[src/rtl/time_set_ctrl.sv]
// Mode/edit controller for the clock's time-field counters: run/freeze, field select, up/down stepping with auto-repeat, blink.
// Latency: every output is registered; a button press sampled on one edge shows on the outputs right after that edge.
// Backpressure: none; the buttons are levels, the ticks are strobes, and the field pulses are one-cycle fire-and-forget.
module time_set_ctrl #(
  parameter int NUM_FIELDS  = 6,
  parameter int HOLD_TICKS  = 5,
  parameter int BLINK_TICKS = 3,
  parameter int TIMEOUT_SEC = 30
) (
  input  logic                          clk,
  input  logic                          rst_n,
  input  logic                          tick_1hz,
  input  logic                          tick_fast,
  input  logic                          btn_mode,
  input  logic                          btn_up,
  input  logic                          btn_down,
  output logic                          run_en,
  output logic [$clog2(NUM_FIELDS)-1:0] edit_idx,
  output logic [NUM_FIELDS-1:0]         field_up,
  output logic [NUM_FIELDS-1:0]         field_down,
  output logic                          blink
);

  localparam int IW = $clog2(NUM_FIELDS);
  localparam int RW = $clog2(HOLD_TICKS + 1);
  localparam int BW = (BLINK_TICKS > 1) ? $clog2(BLINK_TICKS) : 1;
  localparam int TW = $clog2(TIMEOUT_SEC + 1);

  localparam logic [IW-1:0] IDX_TOP    = IW'(NUM_FIELDS - 1);
  localparam logic [RW-1:0] HOLD_MAX   = RW'(HOLD_TICKS);
  localparam logic [BW-1:0] BLINK_LAST = BW'(BLINK_TICKS - 1);
  localparam logic [TW-1:0] TMO_LAST   = TW'(TIMEOUT_SEC - 1);

  typedef enum logic {S_RUN, S_EDIT} state_t;
  typedef enum logic [1:0] {R_NONE, R_UP, R_DN} rdir_t;

  state_t                state_q, state_d;
  rdir_t                 rdir_q, rdir_d;
  logic                  mode_h_q, up_h_q, dn_h_q;
  logic                  run_en_q, run_en_d;
  logic [IW-1:0]         idx_q, idx_d;
  logic [NUM_FIELDS-1:0] fup_q, fup_d, fdn_q, fdn_d;
  logic                  blink_q, blink_d;
  logic [BW-1:0]         bcnt_q, bcnt_d;
  logic [RW-1:0]         rcnt_q, rcnt_d;
  logic [TW-1:0]         tmo_q, tmo_d;

  logic mode_p, up_p, dn_p, any_p;
  logic step_up, step_dn, timeout, go_run;

  // Rising-edge detect; history starts at 1 so a button held through reset is not a press.
  assign mode_p = btn_mode & ~mode_h_q;
  assign up_p   = btn_up   & ~up_h_q;
  assign dn_p   = btn_down & ~dn_h_q;
  assign any_p  = mode_p | up_p | dn_p;

  // State register and all output/timer flops.
  always_ff @(posedge clk or negedge rst_n) begin
    if (!rst_n) begin
      state_q  <= S_RUN;
      rdir_q   <= R_NONE;
      mode_h_q <= 1'b1;
      up_h_q   <= 1'b1;
      dn_h_q   <= 1'b1;
      run_en_q <= 1'b1;
      idx_q    <= '0;
      fup_q    <= '0;
      fdn_q    <= '0;
      blink_q  <= 1'b0;
      bcnt_q   <= '0;
      rcnt_q   <= '0;
      tmo_q    <= '0;
    end else begin
      state_q  <= state_d;
      rdir_q   <= rdir_d;
      mode_h_q <= btn_mode;
      up_h_q   <= btn_up;
      dn_h_q   <= btn_down;
      run_en_q <= run_en_d;
      idx_q    <= idx_d;
      fup_q    <= fup_d;
      fdn_q    <= fdn_d;
      blink_q  <= blink_d;
      bcnt_q   <= bcnt_d;
      rcnt_q   <= rcnt_d;
      tmo_q    <= tmo_d;
    end
  end

  // Next-state: mode navigation, timeout, step/auto-repeat and blink phase.
  always_comb begin
    state_d  = state_q;
    rdir_d   = rdir_q;
    run_en_d = run_en_q;
    idx_d    = idx_q;
    fup_d    = '0;
    fdn_d    = '0;
    blink_d  = blink_q;
    bcnt_d   = bcnt_q;
    rcnt_d   = rcnt_q;
    tmo_d    = tmo_q;
    step_up  = 1'b0;
    step_dn  = 1'b0;
    timeout  = 1'b0;
    go_run   = 1'b0;

    case (state_q)
      S_RUN: begin
        // Up/down are ignored while running; only mode opens the editor at the top field.
        run_en_d = 1'b1;
        idx_d    = '0;
        blink_d  = 1'b0;
        bcnt_d   = '0;
        tmo_d    = '0;
        rdir_d   = R_NONE;
        rcnt_d   = '0;
        if (mode_p) begin
          state_d  = S_EDIT;
          run_en_d = 1'b0;
          idx_d    = IDX_TOP;
          blink_d  = 1'b1;
        end
      end

      default: begin
        run_en_d = 1'b0;
        // Inactivity timer; a press on the final tick keeps the editor open.
        if (any_p) begin
          tmo_d = '0;
        end else if (tick_1hz) begin
          if (tmo_q == TMO_LAST) timeout = 1'b1;
          else                   tmo_d   = tmo_q + 1'b1;
        end

        if (mode_p) begin
          // Mode beats any simultaneous or held up/down: repeat state is dropped.
          rdir_d  = R_NONE;
          rcnt_d  = '0;
          blink_d = 1'b1;
          bcnt_d  = '0;
          if (idx_q == '0) go_run = 1'b1;
          else             idx_d  = idx_q - 1'b1;
        end else if (timeout) begin
          go_run = 1'b1;
        end else begin
          if (btn_up && btn_down) begin
            rdir_d = R_NONE;
            rcnt_d = '0;
          end else if (up_p) begin
            step_up = 1'b1;
            rdir_d  = R_UP;
            rcnt_d  = '0;
          end else if (dn_p) begin
            step_dn = 1'b1;
            rdir_d  = R_DN;
            rcnt_d  = '0;
          end else if ((rdir_q == R_UP && btn_up) || (rdir_q == R_DN && btn_down)) begin
            // Count the hold, then fire once per fast tick.
            if (tick_fast) begin
              if (rcnt_q == HOLD_MAX) begin
                step_up = (rdir_q == R_UP);
                step_dn = (rdir_q == R_DN);
              end else begin
                rcnt_d = rcnt_q + 1'b1;
              end
            end
          end else begin
            rdir_d = R_NONE;
            rcnt_d = '0;
          end

          if (step_up) fup_d = NUM_FIELDS'(1) << idx_q;
          if (step_dn) fdn_d = NUM_FIELDS'(1) << idx_q;

          // A step shows the new value immediately, restarting the blink half-period.
          if (step_up || step_dn) begin
            blink_d = 1'b1;
            bcnt_d  = '0;
          end else if (tick_fast) begin
            if (bcnt_q == BLINK_LAST) begin
              blink_d = ~blink_q;
              bcnt_d  = '0;
            end else begin
              bcnt_d = bcnt_q + 1'b1;
            end
          end
        end

        if (go_run) begin
          state_d  = S_RUN;
          run_en_d = 1'b1;
          idx_d    = '0;
          blink_d  = 1'b0;
          bcnt_d   = '0;
          tmo_d    = '0;
          rdir_d   = R_NONE;
          rcnt_d   = '0;
          fup_d    = '0;
          fdn_d    = '0;
        end
      end
    endcase
  end

  assign run_en     = run_en_q;
  assign edit_idx   = idx_q;
  assign field_up   = fup_q;
  assign field_down = fdn_q;
  assign blink      = blink_q;

endmodule

[config.mk]
export PLATFORM = sky130hd
export DESIGN_NAME = time_set_ctrl
export DESIGN_NICKNAME = d
export VERILOG_FILES = /design/src/rtl/time_set_ctrl.sv
export SDC_FILE = /design/constraint.sdc
export NUM_CORES = 1
export LEC_CHECK = 0
export ABC_AREA = 1
export CORE_MARGIN = 2
export CORE_UTILIZATION = 57
export DETAILED_ROUTE_END_ITERATION = 10
export GPL_ROUTABILITY_DRIVEN = 1
export PLACE_DENSITY = 0.9
export SKIP_CTS_REPAIR_TIMING = 1
export SLEW_MARGIN = 30
export SYNTH_ARGS = -nofsm -noshare
export SYNTH_HDL_FRONTEND = slang
export SYNTH_SLANG_ARGS = --single-unit
[constraint.sdc]
create_clock -name clk -period 3.4 [get_ports clk]
set_input_delay 0.51 -clock clk [delete_from_list [all_inputs] [get_ports clk]]
set_output_delay 0.51 -clock clk [all_outputs]
set_load 0.05 [all_outputs]
# Word-level counts from Yosys, hierarchy flattened

Index checks and enable logic that the tools add are counted.

Add/sub/neg operators: 4
Bitwise logic cells: 9
Muxes and demuxes: 84
Equality and inequality tests: 15
Reduce and logical (&&, ||, !) cells: 12
Shift operators: 1

Operators by type and width:

| operator            | number |
|---|---|
| $mux 6              | 10 |
| $mux 3              | 15 |
| $mux 1              | 39 |
| $mux 2              | 15 |
| $mux 5              | 5 |
| $ne 8x7->1 const B  | 2 |
| $reduce_and 2->1    | 4 |
| $ne 7x6->1 const B  | 1 |
| $reduce_and 3->1    | 2 |
| $shl 1x3->6 const A | 1 |
| $add 5x1->5 const B | 1 |
| $eq 5x5->1 const B  | 1 |
| $ne 5x1->1 const B  | 1 |
| $ne 5x2->1 const B  | 1 |
| $eq 2x2->1 const B  | 2 |
| $ne 4x2->1 const B  | 1 |
| $ne 4x3->1 const B  | 1 |
| $ne 4x4->1 const B  | 1 |
| $not 1->1           | 4 |
| $add 3x1->3 const B | 1 |
| $and 1x1->1         | 3 |
| $eq 3x3->1 const B  | 1 |
| $logic_and 1x1->1   | 3 |
| $logic_not 3->1     | 1 |
| 7 further kinds     | 9 |

Input bits: 7
Flip-flop bits (word level): 33
Word-level logic and storage cells: 138

# Longest topological paths before layout

Gate-level depths: netlist (run 1).

Word-level depth: 16
Gate-level depth with buffers: 12

# Worst setup path before layout (run 1)

OpenSTA, ideal clock, no wires.

Path type: reg2reg
Start point: reg idx_q[0], in the netlist edit_idx[0]
End point: reg blink_q, in the netlist blink
Buffers on the path: 0
Data arrival time: 1.697 ns
Setup slack: 1.585 ns
Cell stages (with the launch flop): 11
Cell sequence: dfrtp_1 -> inv_1 -> ha_1 -> inv_1 -> nor2_1 -> nand2_1 -> nand3_2 -> inv_2 -> nand4_1 -> nand3_1 -> nand2_1

Word-level cells in the longest chain between the ends: 6

RTL lines:

| what                                                 | RTL line | source |
|---|---|---|
| start, declared                                      | 41       | `logic [IW-1:0] idx_q, idx_d;` |
| start signal, assigned                               | 80       | `idx_q <= idx_d;` |
| $logic_not 3->1 (*)                                  | 141      | `if (idx_q == '0) go_run = 1'b1;` |
| $mux 1 (*)                                           | 141      |  |
| $mux 1 (*)                                           | 135      | `if (mode_p) begin` |
| $mux 1 (*)                                           | 107      | `case (state_q)` |
| $ne 5x1->1 (no line) (tied with other cells)         | n/a      |  |
| $reduce_and 3->1 (no line) or $mux 1 (tied branches) | n/a      |  |
| end signal, assigned                                 | 83       | `blink_q <= blink_d;` |
| end, declared                                        | 43       | `logic blink_q, blink_d;` |

Every way passes the cells marked *; elsewhere a longest branch is shown, timed or not. The select of a mux whose other input is x is not followed.
A chain may end at the register's enable or synchronous reset.

# Worst setup path after layout (run 1)

Start point: reg run_en_q, in the netlist run_en
End point: out run_en

RTL lines:

| what                   | RTL line | source |
|---|---|---|
| start, declared        | 40       | `logic run_en_q, run_en_d;` |
| start signal, assigned | 79       | `run_en_q <= run_en_d;` |
| end, declared          | 17       | `output logic run_en,` |

No word-level cell between the ends.

==> results of run 1 <==
==> metal layers <==
metal | global-route usage, % | up-vias
met1 | 23.34 | 582
met5 | 0 | -
met4 | 10.30 | 0
met3 | 7.029 | 8
met2 | 37.60 | 28
li1 | - | 621
==> final cells by class <==
| cell class | count | share of cell area (%) |
|---|---|---|
| tap | 31 | 1.977 |
| sequential | 33 | 42.35 |
| clock buffer | 7 | 3.316 |
| timing repair buffer | 24 | 12.12 |
| multi-input combinational | 117 | 35.01 |
| clock inverter | 1 | 0.2551 |
| inverter | 26 | 4.974 |
==> per-stage QoR <==
stage	instance area [um2]	worst slack [ps]	total power (W)	hold slack [ps]
2_1_floorplan	1615	1585	0.0008091	214.4
3_3_place_gp	1892	1349	0.0009311	502.0
3_5_place_dp	1892	1296	0.0009530	508.9
4_1_cts	1962	1233	0.001201	536.1
5_1_grt	1962	1203	0.001259	551.1
6_report	1962	1245	0.001189	539.0
==> state kept, by name, summed over array words and instances (netlist names) <==
signal      flops
edit_idx        3
dn_h_q          1
rdir_q          2
field_down      6
bcnt_q          2
rcnt_q          3
mode_h_q        1
up_h_q          1
run_en          1
tmo_q           5
state_q         1
blink           1
field_up        6
==> power groups by stage <==
| stage | registers, W | logic [W] | clock network (W) |
|---|---|---|---|
| finish | 0.000492 | 0.000451 | 0.000246 |
| global route | 0.000497 | 0.000490 | 0.000272 |
| CTS | 0.000491 | 0.000455 | 0.000255 |
| detailed placement | 0.000499 | 0.000454 | 0 |
| global placement | 0.000496 | 0.000435 | 0 |
| floorplan | 0.000606 | 0.000203 | 0 |
==> synth_stat cells, types with 2 or more instances <==
cell type | n | area (um2)
a21oi_1 | 5 | 25.02
dfrtp_1 | 29 | 725.7
dfstp_2 | 4 | 105.1
ha_1 | 9 | 112.6
inv_1 | 23 | 86.33
inv_2 | 3 | 11.26
nand2_1 | 27 | 101.4
nand2_2 | 4 | 25.02
nand3_1 | 15 | 75.07
nand3_2 | 2 | 20.02
nand4_1 | 2 | 12.51
nor2_1 | 22 | 82.58
nor2_2 | 4 | 25.02
nor3_1 | 6 | 30.03
o21ai_0 | 3 | 15.01
o32ai_1 | 2 | 17.52
or2_2 | 2 | 12.51
xnor2_1 | 2 | 17.52
xor2_1 | 5 | 43.79
==> cells by family after synthesis <==
family	after synthesis	share of synthesized area [%]
AND/OR/NAND/NOR	88	26.96
flip-flops	33	51.43
buffers and inverters	26	6.042
AO/OA/AOI/OAI	13	4.802
adder cells (fa/ha/maj)	9	6.971
XOR/XNOR	7	3.796
==> worst paths after layout <==
check | from | endpoint | slack [ps] | cells after the start
max | run_en | run_en | 1250 | 1
min | blink | blink | 540 | 2
max reg2reg | edit_idx[0] | rcnt_q[1] | 1750 | 9
min reg2reg | blink | blink | 540 | 2
max in group asynchronous | rst_n | dn_h_q | 2480 | 2
min in group asynchronous | rst_n | field_up[2] | 580 | 2
==> placed cells by master (no fill, tap or decap), types with 2 or more instances in the layout <==
cell type,Yosys,layout
or2_2,2,2
xor2_1,5,5
nand2_1,27,27
dfstp_2,4,4
clkdlybuf4s50_1,0,23
a21oi_1,5,5
inv_2,3,3
nand4_1,2,2
nor3_1,6,6
o32ai_1,2,2
nor2_1,22,22
clkbuf_4,0,5
nor2_2,4,4
o21ai_0,3,3
nand3_1,15,15
inv_1,23,23
ha_1,9,9
dfrtp_1,29,29
xnor2_1,2,2
nand3_2,2,2
nand2_2,4,4
clkbuf_8,0,2
==> out/qor.txt, run 1 <==
GRT overflow = 0
highest-delay cell along the critical path = clkdlybuf4s50_1
vias in the first global route = 1231
final non-filler cell total = 239
EDFF count, synth = 0
DIE AREA = 3276 um2
# IOs = 24
Final Hold Fails = 0
RSZ-0062 raised after global routing = false
setup TNS = 0 ps
Inserted Clock Buffers = 5
routed len/inst = 12.78 um
FF+latch area = 830.8 um2
FMAX = 464.0 MHz
global-route wire length before repair = 5216 um
crit-path leading delay family = buffers and inverters
WP data required = 2890 ps
Clock transition at path regs = 110 ps
initial antenna violation count = 0
Setup CP Type = flip-flop to output port
Avg Cell Area, Syn = 9.178 um2
net switching power = 0.0004785 W
Final #Nets = 223
Post-Syn Nets = 192
Seq cells post-synth = 33
status = complete, no violations
Core Util, Final = 71.76%
Slew HR = 66.23%
row count = 19
HPWL Detailed = 2377 um
Synth Cell Area = 1615 um2
max cap viols = 0
Die X-Extent = 57.24 um
Post-Route Skew = 14.68 ps
met2 routed WL = 1611 um
Worst Setup End Kind = output port
WP data arrival = 1640 ps
share of flip-flops with an asynchronous set or reset = 100.0%
final antenna-violating net count = 0
Clock Path Buffers = 2
Slew @ Worst Pin = 505.0 ps
DR vias/cell = 5.184
post-synth cell types = 26
largest net degree at the start of global routing = 34
total track usage = 21.46%
Vias = 1239
Worst Path Buf+Inv = 1
type of origin of the critical path = flip-flop
TritonRoute pass-1 iters = 4
synth warn = 0
final setup violation count = 0
DRC violations left = 0
CTS tree = yes
Clock Power Share = 20.7%
hold crit path type = flip-flop to flip-flop
CTS H-tree depth = 2
DIE HEIGHT = 57.24 um
Root Driver = clkbuf_4
later-pin clock latency in the skew report = 330 ps
Mapped Cells = 176
placed cells = 231
P_leak = 0.9286 nW
part of the power in registers = 41.3%
core footprint = 2734 um2
layout cells sized above 1 = 15.87%
worst-path cell chain = clkdlybuf4s50_1
register area share after synthesis = 51.43%
Switching Share = 40.23%
Filler cells = 200
largest fanout on the critical path = 1
met3 wire length = 116 um
# diodes = 0
VDD IR max = 0.5553 mV
DR top layer = met4
DRT iter0 DRCs = 55
multi-input combinational cell area = 686.9 um2
combinational power share = 37.9%
CP peak stage delay = 790 ps
routability-driven placement congestion ratio = 0.8441
Starting Density = 59.08%
Power Density = 606.2 nW/um2
CTS Sinks = 33
Power Internal = 0.0007108 W
met1 WL = 1244 um
Area growth syn-to-layout = 21.46%
final-report max-slew violation count = 0
IO buf count = 23
final WL = 3054 um
clock period minus worst slack = 2155 ps
Main synth FF type = dfrtp_1
final worst-path cycle share = 63.38%
Power figures use the tool's default switching activity.
==> inputs of run 2 (changes only) <==
Settings changed: CORE_UTILIZATION 57 to 53, PLACE_DENSITY 0.9 to 0.85.
Clock period 3.4 ns to 2.05 ns, I/O delays scaled along.
==> out/qor.txt, run 2 (synthesis results as in run 1) <==
status = complete, no violations
Slew HR = 65.24% (-0.99 points)
# IOs = 24 (unchanged)
CP peak stage delay = 790 ps (about the same)
final worst slack = 93.10 ps (-1152 ps)
RSZ-0062 raised after global routing = false
Clock Path Buffers = 2 (unchanged)
VDD IR max = 0.6558 mV (+18%)
highest-delay cell along the critical path = clkdlybuf4s50_1
Clock transition at path regs = 90 ps (-20 ps)
core footprint = 2978 um2 (+8.9%)
Root Driver = clkbuf_4
clock period minus worst slack = 1957 ps
vias in the first global route = 1145 (-7.0%)
DR vias/cell = 5.178 (-0.11%)
largest net degree at the start of global routing = 34 (unchanged)
crit-path leading delay family = buffers and inverters
Post-Route Skew = 3.913 ps (-10.77 ps)
worst-path cell chain = clkdlybuf4s50_1
type of origin of the critical path = flip-flop
Vias = 1248 (+0.73%)
multi-input combinational cell area = 686.9 um2 (unchanged)
DRT iter0 DRCs = 29 (-47%)
Area growth syn-to-layout = 21.61%
Filler cells = 243 (+22%)
max cap viols = 0 (unchanged)
commonest non-fill, non-tap cell in the layout = dfrtp_1
final setup violation count = 0 (unchanged)
initial antenna violation count = 0 (unchanged)
GRT overflow = 0 (unchanged)
CTS tree = yes
Final #Nets = 223 (unchanged)
Setup CP Type = flip-flop to output port
DIE HEIGHT = 59.21 um (+3.4%)
WP data arrival = 1650 ps (about the same)
global-route wire length before repair = 4954 um (-5.0%)
final-report max-slew violation count = 0 (unchanged)
Inserted Clock Buffers = 5 (unchanged)
IO buf count = 23 (unchanged)
layout cells sized above 1 = 15.87% (unchanged)
setup TNS = 0 ps (unchanged)
routability-driven placement congestion ratio = 0.8358 (-0.98%)
Slew @ Worst Pin = 519.8 ps (+14.83 ps)
pre-CTS setup slack = 170.8 ps (-1126 ps)
Worst Path Buf+Inv = 1 (unchanged)
later-pin clock latency in the skew report = 340 ps (about the same)
CTS Sinks = 33 (unchanged)
routed len/inst = 11.57 um (-9.4%)
Final Hold Fails = 0 (unchanged)
P_leak = 0.9286 nW (unchanged)
leading cell types in the layout, fill and taps excluded = dfrtp_1 (29), nand2_1 (27), inv_1 (23), clkdlybuf4s50_1 (23), nor2_1 (22)
WP data required = 1740 ps (-1150 ps)
TritonRoute pass-1 iters = 4 (unchanged)
total track usage = 19.28% (-2.2 points)
final worst-path cycle share = 95.46%
Worst Setup End Kind = output port
# diodes = 0 (unchanged)
hold crit path type = input port to async pin
Die X-Extent = 59.21 um (+3.4%)
Reg2Reg Setup Slack = 410 ps (-1340 ps)
final antenna-violating net count = 0 (unchanged)
row count = 20 (+1)
FF+latch area = 830.8 um2 (unchanged)
FMAX = 511.0 MHz
Power Density = 1002 nW/um2 (+65%)
largest fanout on the critical path = 1 (unchanged)
Starting Density = 54.24% (-4.8 points)
final WL = 2789 um (-8.7%)
HPWL Detailed = 2057 um (-13%)
DIE AREA = 3505 um2 (+7.0%)
CTS H-tree depth = 2 (unchanged)
DRC violations left = 0 (unchanged)
==> run 2: cell counts in the layout (fill, tap and decap cells not counted) <==
No cell type changed its count.
==> run 2: layout make-up <==
class | instances | share of cell area (%)
clock inverters | 1 | 0.2548
repair buffers | 24 | 12.10
multi-input cells | 117 | 34.97
inverters | 26 | 4.968
flip-flops and latches | 33 | 42.29
clock buffers | 7 | 3.312
well taps | 33 | 2.102
==> run 2: routing by layer <==
layer  vias to the layer above  GRT usage, %  wire length (um)
met3                         6         6.550               132
met4                         0         8.766                57
met1                       592         24.19              1237
li1                        626             -                 -
met5                         -             0                 0
met2                        24         29.98              1363
==> run 2: worst paths after layout <==
check                       startpoint  cells after the start     endpoint
max in group asynchronous        rst_n                      2     mode_h_q
min in group clk              btn_mode                      1     mode_h_q
hold / removal                   rst_n                      2  field_up[1]
hold reg to reg                  blink                      2        blink
setup reg to reg           edit_idx[0]                      9    rdir_q[0]
setup / recovery                run_en                      1       run_en
==> run 2: where the power goes <==
group / total [W] / internal, W / leakage, nW / switching [W]
clock: 0.000410 / 0.000198 / 0.0413 / 0.000211
combinational: 0.000737 / 0.000236 / 0.449 / 0.000501
sequential: 0.000821 / 0.000740 / 0.438 / 0.0000805
total: 0.00197 / 0.00117 / 0.929 / 0.000793
==> run 2: stage by stage <==
stage	std cells	utilization [%]	cell area [um2]	hold WS, ps	total power [W]
after floorplan	176	-	1615	11.91	0.001342
after global placement	233	63.61	1894	502.3	0.001556
after detailed placement	233	63.61	1894	505.4	0.001568
after CTS	241	65.97	1964	348.8	0.001984
after global routing	241	65.97	1964	384.6	0.002104
final	241	65.97	1964	350.1	0.001968
==> inputs of run 3 (changes only) <==
Settings changed: CAP_MARGIN set to 20.
==> results of run 3 <==
Same layout as run 2: the final DEF is identical, and so are final timing and power.
